### src/rtl/mac_accum_drain.sv
// mac_accum_drain: accumulates cfg_len unsigned product beats into one
// dot-product result and drains results through a 2-entry output FIFO.
// Optional feature: define ACCUM_SAT_EN to saturate the accumulator at
// 2^ACC_W-1 instead of wrapping modulo 2^ACC_W.
module mac_accum_drain #(
  parameter int unsigned ACC_W = 32,
  parameter int unsigned LEN_W = 8
) (
  input  logic             clk,
  input  logic             rst,
  input  logic [LEN_W-1:0] cfg_len,
  input  logic             clear,
  input  logic             in_valid,
  input  logic [17:0]      in_sum,
  output logic             out_valid,
  input  logic             out_ready,
  output logic [ACC_W-1:0] out_acc,
  output logic             out_drop
);

  typedef enum logic {
    V_IDLE,
    V_ACCUM
  } vec_state_t;

  typedef enum logic [1:0] {
    F_EMPTY,
    F_ONE,
    F_FULL
  } fifo_state_t;

  vec_state_t  vec_state, vec_next;
  fifo_state_t fifo_state, fifo_next;

  logic [LEN_W-1:0] cnt_q, cnt_d;
  logic [LEN_W-1:0] len_q, len_d;
  logic [ACC_W-1:0] acc_q, acc_d;
  logic [ACC_W-1:0] acc_sum;
  logic [LEN_W-1:0] eff_len;
  logic [LEN_W-1:0] cur_len;
  logic             last_beat;
  logic             push;
  logic             pop;

  logic [ACC_W-1:0] head_q;
  logic [ACC_W-1:0] tail_q;
  logic             drop_q;

  // A length of zero behaves as a single-beat vector.
  assign eff_len = (cfg_len == '0) ? LEN_W'(1) : cfg_len;
  // In IDLE the incoming beat starts a vector, so its length comes from cfg_len.
  assign cur_len   = (vec_state == V_IDLE) ? eff_len : len_q;
  assign last_beat = (cnt_q == (cur_len - LEN_W'(1)));

`ifdef ACCUM_SAT_EN
  logic [ACC_W:0] acc_wide;
  assign acc_wide = {1'b0, acc_q} + {1'b0, ACC_W'(in_sum)};
  assign acc_sum  = acc_wide[ACC_W] ? '1 : acc_wide[ACC_W-1:0];
`else
  assign acc_sum = acc_q + ACC_W'(in_sum);
`endif

  // Vector FSM next state: accumulate beats, emit a push on the final beat.
  always_comb begin
    vec_next = vec_state;
    acc_d    = acc_q;
    cnt_d    = cnt_q;
    len_d    = len_q;
    push     = 1'b0;
    if (clear) begin
      vec_next = V_IDLE;
      acc_d    = '0;
      cnt_d    = '0;
    end else if (in_valid) begin
      if (vec_state == V_IDLE) begin
        len_d = eff_len;
      end
      if (last_beat) begin
        push     = 1'b1;
        acc_d    = '0;
        cnt_d    = '0;
        vec_next = V_IDLE;
      end else begin
        acc_d    = acc_sum;
        cnt_d    = cnt_q + LEN_W'(1);
        vec_next = V_ACCUM;
      end
    end
  end

  // Vector state, accumulator, beat counter and length register.
  always_ff @(posedge clk) begin
    if (rst) begin
      vec_state <= V_IDLE;
      acc_q     <= '0;
      cnt_q     <= '0;
      len_q     <= LEN_W'(1);
    end else begin
      vec_state <= vec_next;
      acc_q     <= acc_d;
      cnt_q     <= cnt_d;
      len_q     <= len_d;
    end
  end

  assign out_valid = (fifo_state != F_EMPTY);
  assign pop       = out_valid && out_ready;
  assign out_acc   = head_q;
  assign out_drop  = drop_q;

  // FIFO occupancy next state; a simultaneous push and pop keeps occupancy.
  always_comb begin
    fifo_next = fifo_state;
    case (fifo_state)
      F_EMPTY: if (push) fifo_next = F_ONE;
      F_ONE: begin
        if (push && !pop)      fifo_next = F_FULL;
        else if (!push && pop) fifo_next = F_EMPTY;
      end
      F_FULL:  if (pop && !push) fifo_next = F_ONE;
      default: fifo_next = F_EMPTY;
    endcase
  end

  // FIFO storage: head drives the output, tail shifts in on pop; overflow sets drop.
  always_ff @(posedge clk) begin
    if (rst) begin
      fifo_state <= F_EMPTY;
      head_q     <= '0;
      tail_q     <= '0;
      drop_q     <= 1'b0;
    end else begin
      fifo_state <= fifo_next;
      case (fifo_state)
        F_EMPTY: if (push) head_q <= acc_sum;
        F_ONE: begin
          if (push && pop) head_q <= acc_sum;
          else if (push)   tail_q <= acc_sum;
        end
        F_FULL: begin
          if (pop) begin
            head_q <= tail_q;
            if (push) tail_q <= acc_sum;
          end else if (push) begin
            drop_q <= 1'b1;
          end
        end
        default: ;
      endcase
    end
  end

endmodule

### config.mk
export PLATFORM = sky130hd
export DESIGN_NAME = mac_accum_drain
export DESIGN_NICKNAME = d
export VERILOG_FILES = /design/src/rtl/mac_accum_drain.sv
export SDC_FILE = /design/constraint.sdc
export NUM_CORES = 1
export LEC_CHECK = 0
export ABC_AREA = 1
export CAP_MARGIN = 20
export CORE_ASPECT_RATIO = 1.1
export CORE_UTILIZATION = 45
export DETAILED_ROUTE_END_ITERATION = 10
export GPL_ROUTABILITY_DRIVEN = 1
export PLACE_DENSITY_LB_ADDON = 0.15
export SLEW_MARGIN = 40
export SYNTH_ARGS = -nofsm -noshare
export SYNTH_HDL_FRONTEND = slang
export SYNTH_SLANG_ARGS = --single-unit
### constraint.sdc
create_clock -name clk -period 4.5 [get_ports clk]
set_input_delay 1.125 -clock clk [delete_from_list [all_inputs] [get_ports clk]]
set_output_delay 1.125 -clock clk [all_outputs]
set_load 0.01 [all_outputs]
==> results.ini <==
[status]
outcome = finished, final reports clean

[synth]
synth_xor_area_share_pct = 2.98
synth_cells = 1151
synth.distinct_cells = 36
yosys.area_share.simple_pct = 37.3
ys_seq_elements = 116
synthTopCellsByArea = dfxtp_1 33%, nand2_1 17%, nor2_1 9.4%
syn_avg_cell_area_sq_um = 6.13
synth_most_common_cell = nand2_1
yosys.area.top_type_share_pct = 32.9
synth_commonest_cells = 326 x nand2_1, 177 x nor2_1, 160 x inv_1, 116 x dfxtp_1, 92 x nand3_1
synth_ff_type = dfxtp_1
synth-warning-count = 0
async_reset_ff_share_pct = 0
muxShareOfSynthArea_pct = 0
synth_top_family_by_area = simple AND/OR/NAND/NOR gates
synth_nets = 1206
synth_edf_count = 0
synth_area_sq_mm = 0.00706
synth_compound_area_share_pct = 10.4
synth_top_area_cell = dfxtp_1
synthAdderAreaFrac_pct = 4.36
seq_area_frac_synth_pct = 32.9

[finish]
drive_gt1_share_pct = 4.93
n_antenna_cell = 0
fin_util_pct = 55.5
syn2layout_area_growth_pct = 19.4
nets = 1259

[routing]
drc_errors = 0
vias = 6837
drt_iter0_drc = 544
firstDrtPassIters = 5
viasPerCell = 4.84
wl_per_cell_um = 12.7
routed_wl_mm = 17.9
ant_nets = 0

[placed_design]
io_buffers = 64
dp_hpwl_mm = 12.5
place.gp.congestion = 0.906
dp_slack_ns = 0.220

[timing]
final.setup_skew_ns = 0.00948
finalCritPeriodShare_pct = 85.7
final-max-slew-violation-count = 0
worstMarginPinSlew_ns = 0.796
max_slew_margin_pct = 46.6
setup_violations = 0
setup_slack_ns = 0.644
hold_viol = 0
setup_tns_ns = 0
whs_ns = 0.450
fmax_mhz = 259
post-route-min-period_ns = 3.86
rsz0062_at_grt = no

[floorplanning]
die_x_um = 121
die_y_um = 133
core_sq_mm = 0.0152
rows = 47
ioPinCount = 65
initial_utilization_pct = 46.5
dieArea_sq_mm = 0.0162

[grt]
grt_antenna_before_repair = 0
track_usage_pct = 23.3
grt_overflow = 0
grt_pass1_vias = 6122
grt_pass1_wl_mm = 30.0
grt_max_degree = 44

[setup_path]
arrival_ns = 4.17
critPathLaunchType = primary input
required_ns = 4.81
path_class = primary input to register
critPathMaxFanout = 41
critPathCaptureType = register

[power]
powerDensity_mw_per_mm2 = 487
vdd.ir_drop.worst_mv = 0.238
p_leak_nw = 4.14
total_power_mw = 4.10

[cts]
clk_latency_ns = 0.42
cts_max_path_buffers = 2
cts_tree = done
cts_buffers = 17
htreeDepth = 4
root_buffer = clkbuf_16
holdBufCountCts = 0
clk_pin_slew_ns = 0.05
post_cts_buffers = 0
clock_sinks = 116
post_cts_resized = 0

[flow_run]
drv_cap = 0

[hold_path]
min_path_type = register to register

metal layers:
metal	share of wire, %	vias to the layer above	GRT usage [%]
met1	50	2962	33.9
li1	-	3689	-
met3	5.0	27	3.51
met2	43	159	34.8
met4	1.8	0	8.16
met5	0	-	0
cells in the final DEF (no fill, tap or decap), types with 4 or more instances in the layout:
| master | Yosys | final |
|---|---|---|
| a21o_1 | 4 | 4 |
| a21oi_1 | 78 | 78 |
| and2_1 | 5 | 5 |
| buf_4 | 3 | 12 |
| clkbuf_1 | 24 | 4 |
| clkbuf_16 | 0 | 17 |
| clkdlybuf4s50_1 | 0 | 64 |
| dfxtp_1 | 116 | 116 |
| ha_1 | 23 | 23 |
| inv_1 | 160 | 160 |
| nand2_1 | 326 | 326 |
| nand2_2 | 6 | 6 |
| nand3_1 | 92 | 92 |
| nand3b_1 | 8 | 8 |
| nand4_1 | 4 | 4 |
| nor2_1 | 177 | 176 |
| o21ai_0 | 55 | 55 |
| o21ai_1 | 4 | 4 |
| xnor2_1 | 8 | 8 |
| xor2_1 | 16 | 16 |
final timing paths:
path / depth (start not counted) / startpoint / end / slack, ns
max: 23 / cfg_len[4] / out_acc[19]$_SDFFE_PP0P_ / 0.64
min: 2 / out_drop$_SDFFE_PP0P_ / out_drop$_SDFFE_PP0P_ / 0.45
max reg2reg: 20 / vec_state$_SDFFE_PP0P_ / out_acc[19]$_SDFFE_PP0P_ / 1.11
min reg2reg: 2 / out_drop$_SDFFE_PP0P_ / out_drop$_SDFFE_PP0P_ / 0.45
metrics by stage:
stage | instance area (sq um) | cells
global route | 8430 | 1413
detailed placement | 7830 | 1381
floorplan | 7060 | 1151
CTS | 8430 | 1413
finish | 8430 | 1413
global placement | 7830 | 1381
report_power, final:
group	leakage, nW	switching, mW	total, mW	internal [mW]
logic	2.92	0.862	1.44	0.580
registers	0.943	0.0892	1.28	1.19
clock network	0.283	0.481	1.38	0.896
worst max-delay path: stages:
cell	delay, ns
clkdlybuf4s50_1	0.42
nor2_1	0.12
nand2_1	0.06
o21ai_1	0.22
nand2_2	0.08
ha_1	0.24
nand3_1	0.13
nor2_1	0.05
nand2_1	0.07
nand2_1	0.05
nand2_1	0.05
nand2_1	0.04
inv_1	0.04
nand2_1	0.07
nor2_4	0.15
nand3_4	0.11
inv_2	0.10
ha_1	0.17
o21ai_0	0.09
o21ai_1	0.18
nand2_4	0.32
nor2_1	0.21
nor2_1	0.06
area by class of cell:
cell class / count / area [sq um]
clock buffer: 23 / 468
timing repair buffer: 77 / 751
multi-input combinational: 827 / 3890
clock inverter: 9 / 128
sequential: 116 / 2320
tap: 196 / 245
inverter: 165 / 619
fill: 1546 / 6750
sequential cells by signal (all words and copies together), names as in the netlist:
name,count
vec_state,1
cnt_q,8
out_drop,1
tail_q,32
fifo_state,2
len_q,8
out_acc,32
acc_q,32
kinds of logic after synthesis:
kind of cell | Yosys count
AO/OA/AOI/OAI | 144
AND/OR/NAND/NOR | 635
XOR/XNOR | 24
adder cells (fa/ha/maj) | 24
buffers and inverters | 208
flip-flops | 116
(Power assumes the default switching activity.)
==> variant 1: new RTL, config.mk and constraints unchanged <==
`ACC_W`: 32 -> 16.
--- a/src/rtl/mac_accum_drain.sv
+++ b/src/rtl/mac_accum_drain.sv
@@ -3,7 +3,7 @@
 // Optional feature: define ACCUM_SAT_EN to saturate the accumulator at
 // 2^ACC_W-1 instead of wrapping modulo 2^ACC_W.
 module mac_accum_drain #(
-  parameter int unsigned ACC_W = 32,
+  parameter int unsigned ACC_W = 16,
   parameter int unsigned LEN_W = 8
 ) (
   input  logic             clk,
Ports: changed (resized out_acc); port bits go from 65 to 49. No check against the original RTL was run, so the function may have changed too.
==> variant 1 against the original RTL <==
Count of clock-buffer cells in the layout down 12; routed wire length down 46%; final area down 41%; setup slack worse by 0.21 ns; maximum frequency down 5.1%; synthesized cell count down 44%; sequential power down 51%; power down 65%; combinational power down 84%; sequential cell count down 48; synthesized area down 41%; hold slack better by 0.0036 ns.
==> variant 1: results (changes against the original RTL) <==
| Metric | Value |
|---|---|
| Cell count after placement | 794 (-43%) |
| Power in sequential cells | 0.000623 W (-51%) |
| Grt met3 use | 0.0453 (+0.0102) |
| Clock slew at reported path FFs | 0.07 ns (+0.02 ns) |
| Crit. Startpoint | cfg_len[3] |
| Distinct cells, synth | 39 (+8.3%) |
| DR vias/cell | 4.83 (-0.19%) |
| P_leak | 2.46 nW (-41%) |
| Critical Path AT | 4.31 ns (+0.14 ns) |
| Net Count, Synth | 700 (-42%) |
| Met2 GRT Util | 0.308 (-0.0408) |
| Final HPWL DP | 7.11 mm (-43%) |
| Tmin final | 4.06 ns (+0.207 ns) |
| Layout cells sized above 1 | 0.0647 (+0.0154) |
| Worst hold margin | 0.454 ns (+0.00364 ns) |
| Root buf cell | clkbuf_8 |
| Post-synthesis sequential area ratio | 0.324 (-0.00477) |
| Dpl ws | 0.0748 ns (-0.145 ns) |
| H-tree lvl count | 3 (-1) |
| Power, Total | 0.00142 W (-65%) |
| Status | finished, final reports clean |
| Largest net degree at the start of global routing | 33 (-25%) |
| Part of the power in the clock network | 0.400 (+0.064) |
| Cts bufs inserted | 9 (-8) |
| Vias in the first global route | 3408 (-44%) |
| Sw frac | 0.274 (-0.0757) |
| Total track usage | 0.214 (-0.0194) |
| GP Congestion | 0.828 (-8.6%) |
| Post-route insts no fill | 810 (-43%) |
| Worst-Skew Late Latency | 0.35 ns (-0.07 ns) |
| Wl on met1 | 5.09 mm (-44%) |
| Setup Skew | 0.00660 ns (-0.00288 ns) |
| R2r worst-path depth | 17 (-15%) |
## variant 1: cell count changes after synthesis, sizes merged, moves of 4 or more
| cell | unedited run | this run |
|---|---|---|
| xor2 | 16 | 10 |
| nand2 | 335 | 178 |
| buf | 19 | 10 |
| dfxtp | 116 | 68 |
| nor2 | 180 | 79 |
| inv | 163 | 97 |
| and2 | 5 | 1 |
| a21oi | 78 | 53 |
| o21ai | 59 | 31 |
| clkbuf | 24 | 13 |
| nand3 | 93 | 47 |
## variant 1: cells by family after synthesis
family	synth area share
xor gates and xnor gates	0.0408
AOI/OAI and AO/OA	0.120
adders and majority gates	0.0644
and+or+nand+nor	0.334
DFF	0.324
buffers and inverters	0.117
## variant 1: area by class of cell
class | count | share of cell area
multi-input combinational | 459 | 0.472
sequential | 68 | 0.274
timing repair buffer | 55 | 0.109
inverter | 98 | 0.0739
tap | 114 | 0.0287
clock buffer | 11 | 0.0284
clock inverter | 5 | 0.0151
==> variant 2: new RTL, same settings <==
Without the edit above. Make the reset (`rst`) asynchronous in 2 clocked blocks.
--- a/src/rtl/mac_accum_drain.sv
+++ b/src/rtl/mac_accum_drain.sv
@@ -89,7 +89,7 @@
   end
 
   // Vector state, accumulator, beat counter and length register.
-  always_ff @(posedge clk) begin
+  always_ff @(posedge clk or posedge rst) begin
     if (rst) begin
       vec_state <= V_IDLE;
       acc_q     <= '0;
@@ -123,7 +123,7 @@
   end
 
   // FIFO storage: head drives the output, tail shifts in on pop; overflow sets drop.
-  always_ff @(posedge clk) begin
+  always_ff @(posedge clk or posedge rst) begin
     if (rst) begin
       fifo_state <= F_EMPTY;
       head_q     <= '0;
Formal check against the unedited RTL: differs if rst is asserted again (counterexample within 4 cycles, from zero or initial values and one cycle with rst high); with rst held inactive, the same outputs for 4 cycles.
==> variant 2 against the original RTL <==
Final area up 2.4%; critical path depth up 1; power down 5.3%; routed wire length up 8.6%; maximum frequency down 1.9%; core utilization up 0.91 points; synthesized area up 1.2%; clock skew up 0.0031 ns; register-to-register slack worse by 0.09 ns; sequential cell count unchanged; setup slack worse by 0.076 ns; highest routed layer unchanged.
==> variant 2: results (changes against the original RTL) <==
| Metric | Value |
|---|---|
| Status | finished, final reports clean |
| Most common flop cell mapped by yosys | dfrtp_1 |
| Grt met3 use | 0.0451 (+0.00997) |
| Grt met1 use | 0.315 (-0.0235) |
| Largest net degree at the start of global routing | 65 (+48%) |
| Final HPWL DP | 14.4 mm (+15%) |
| Top post-synthesis cells by count | nand2_1, inv_1, dfrtp_1 |
| Layout cells sized above 1 | 0.0622 (+0.0129) |
| Net Count, Synth | 1083 (-10%) |
| Dpl cell area | 8000 µm² (+2.2%) |
| Compound-Gate Fraction of Synth Area | 0.0807 (-0.0237) |
| GP Congestion | 0.924 (+2.0%) |
| Worst slew margin | 0.479 (+0.0123) |
| FILL cells | 1507 (-2.5%) |
| Worst hold-check path type | reg -> reg |
| Detailed Route Iter0 Violations | 355 (-35%) |
| Vias in the first global route | 6479 (+5.8%) |
| Setup Skew | 0.0126 ns (+0.00309 ns) |
| First-pass GRT wire length | 31.8 mm (+6.2%) |
| Post-CTS setup buffer count | 0 (unchanged) |
| Number of nets in the layout | 1152 (-8.5%) |
| Met2 GRT Util | 0.429 (+0.0806) |
| DR vias | 6671 (-2.4%) |
| Distinct cells, synth | 33 (-8.3%) |
| CTS Buffer Depth | 2 (unchanged) |
| XOR/XNOR Fraction of Synth Area | 0.0245 (-0.00526) |
| Post-synthesis adder-cell area fraction | 0.0431 (-0.000519) |
| Total track usage | 0.252 (+0.0185) |
| H-tree lvl count | 4 (unchanged) |
| FFs w/ async S/R, synth | 1.00 (+1.00) |
| Die area | 16400 µm² (+1.2%) |
| Worst-path fanout max | 26 (-37%) |
| Final WL | 19.5 mm (+8.6%) |
| P_leak | 4.51 nW (+8.8%) |
| Post-synthesis sequential area ratio | 0.406 (+0.0775) |
| Synth area leaders | dfrtp_1, nand2_1, nand3_1 |
| Worst ir drop on vdd | 0.386 mV (+62%) |
[variant 2: cell families after synthesis]
family                     after synthesis
AOI/OAI and AO/OA                      108
xor gates and xnor gates                20
adders and majority gates               24
buffers and inverters                  150
DFF                                    116
and+or+nand+nor                        610
[variant 2: where the power goes]
part | switching [W] | total [W] | leakage, nW | internal (W)
combinational | 0.000734 | 0.00119 | 2.71 | 0.000461
clock | 0.000517 | 0.00139 | 0.285 | 0.000875
sequential | 0.0000931 | 0.00130 | 1.52 | 0.00120
total | 0.00134 | 0.00388 | 4.51 | 0.00254
[variant 2: cell type report]
type,count,area (µm²),area share
Clock buffer,21,480,0.0557
Clock inverter,10,121,0.0141
Inverter,119,449,0.0520
Multi-Input combinational cell,762,3630,0.421
Sequential cell,116,2900,0.336
Tap cell,196,245,0.0284
Timing Repair Buffer,81,801,0.0928
[variant 2: worst max-delay path, stage by stage]
cell	delay [ns]
clkdlybuf4s50_1	0.44
nor2_1	0.11
nand2_1	0.07
o21ai_1	0.19
nand2_2	0.08
ha_1	0.25
nand3_1	0.15
nor2_1	0.06
nand2_1	0.08
nand3_1	0.08
nand2_1	0.07
inv_1	0.03
nand2_1	0.06
nor2_2	0.06
nand3_4	0.07
inv_2	0.05
ha_1	0.17
inv_1	0.08
nand3_1	0.06
o21ai_0	0.13
inv_1	0.12
nor2_4	0.36
buf_16	0.21
o21ai_0	0.10
[variant 2: metrics by stage]
stage	total power [W]	hold WS (ns)	worst slack (ns)	utilization	instances
global placement	0.00250	0.455	0.0440	0.523	1273
CTS	0.00391	0.471	0.330	0.563	1304
floorplan	0.00207	0.442	0.304	-	1028
finish	0.00388	0.466	0.568	0.564	1305
global route	0.00411	0.486	0.245	0.564	1305
detailed placement	0.00252	0.457	-0.107	0.523	1273
[variant 2: layer usage]
| metal | part of all wire | wire length (µm) |
|---|---|---|
| met5 | 0 | 0 |
| met4 | 0.031 | 605 |
| met3 | 0.035 | 684 |
| met2 | 0.48 | 9440 |
| met1 | 0.45 | 8760 |
[variant 2: worst paths after layout]
check | start | end | cells after the start | slack [ns]
worst max-delay path | cfg_len[5] | tail_q[17]$_DFFE_PP0P_ | 24 | 0.57
worst min-delay path | out_acc[7]$_DFFE_PP0P_ | out_acc[7]$_DFFE_PP0P_ | 2 | 0.47
worst max register to register | vec_state$_DFFE_PP0P_ | tail_q[17]$_DFFE_PP0P_ | 23 | 1.02
worst min register to register | out_acc[7]$_DFFE_PP0P_ | out_acc[7]$_DFFE_PP0P_ | 2 | 0.47
max in group asynchronous | rst | tail_q[14]$_DFFE_PP0P_ | 3 | 2.53
min in group asynchronous | rst | out_acc[6]$_DFFE_PP0P_ | 2 | 1.17
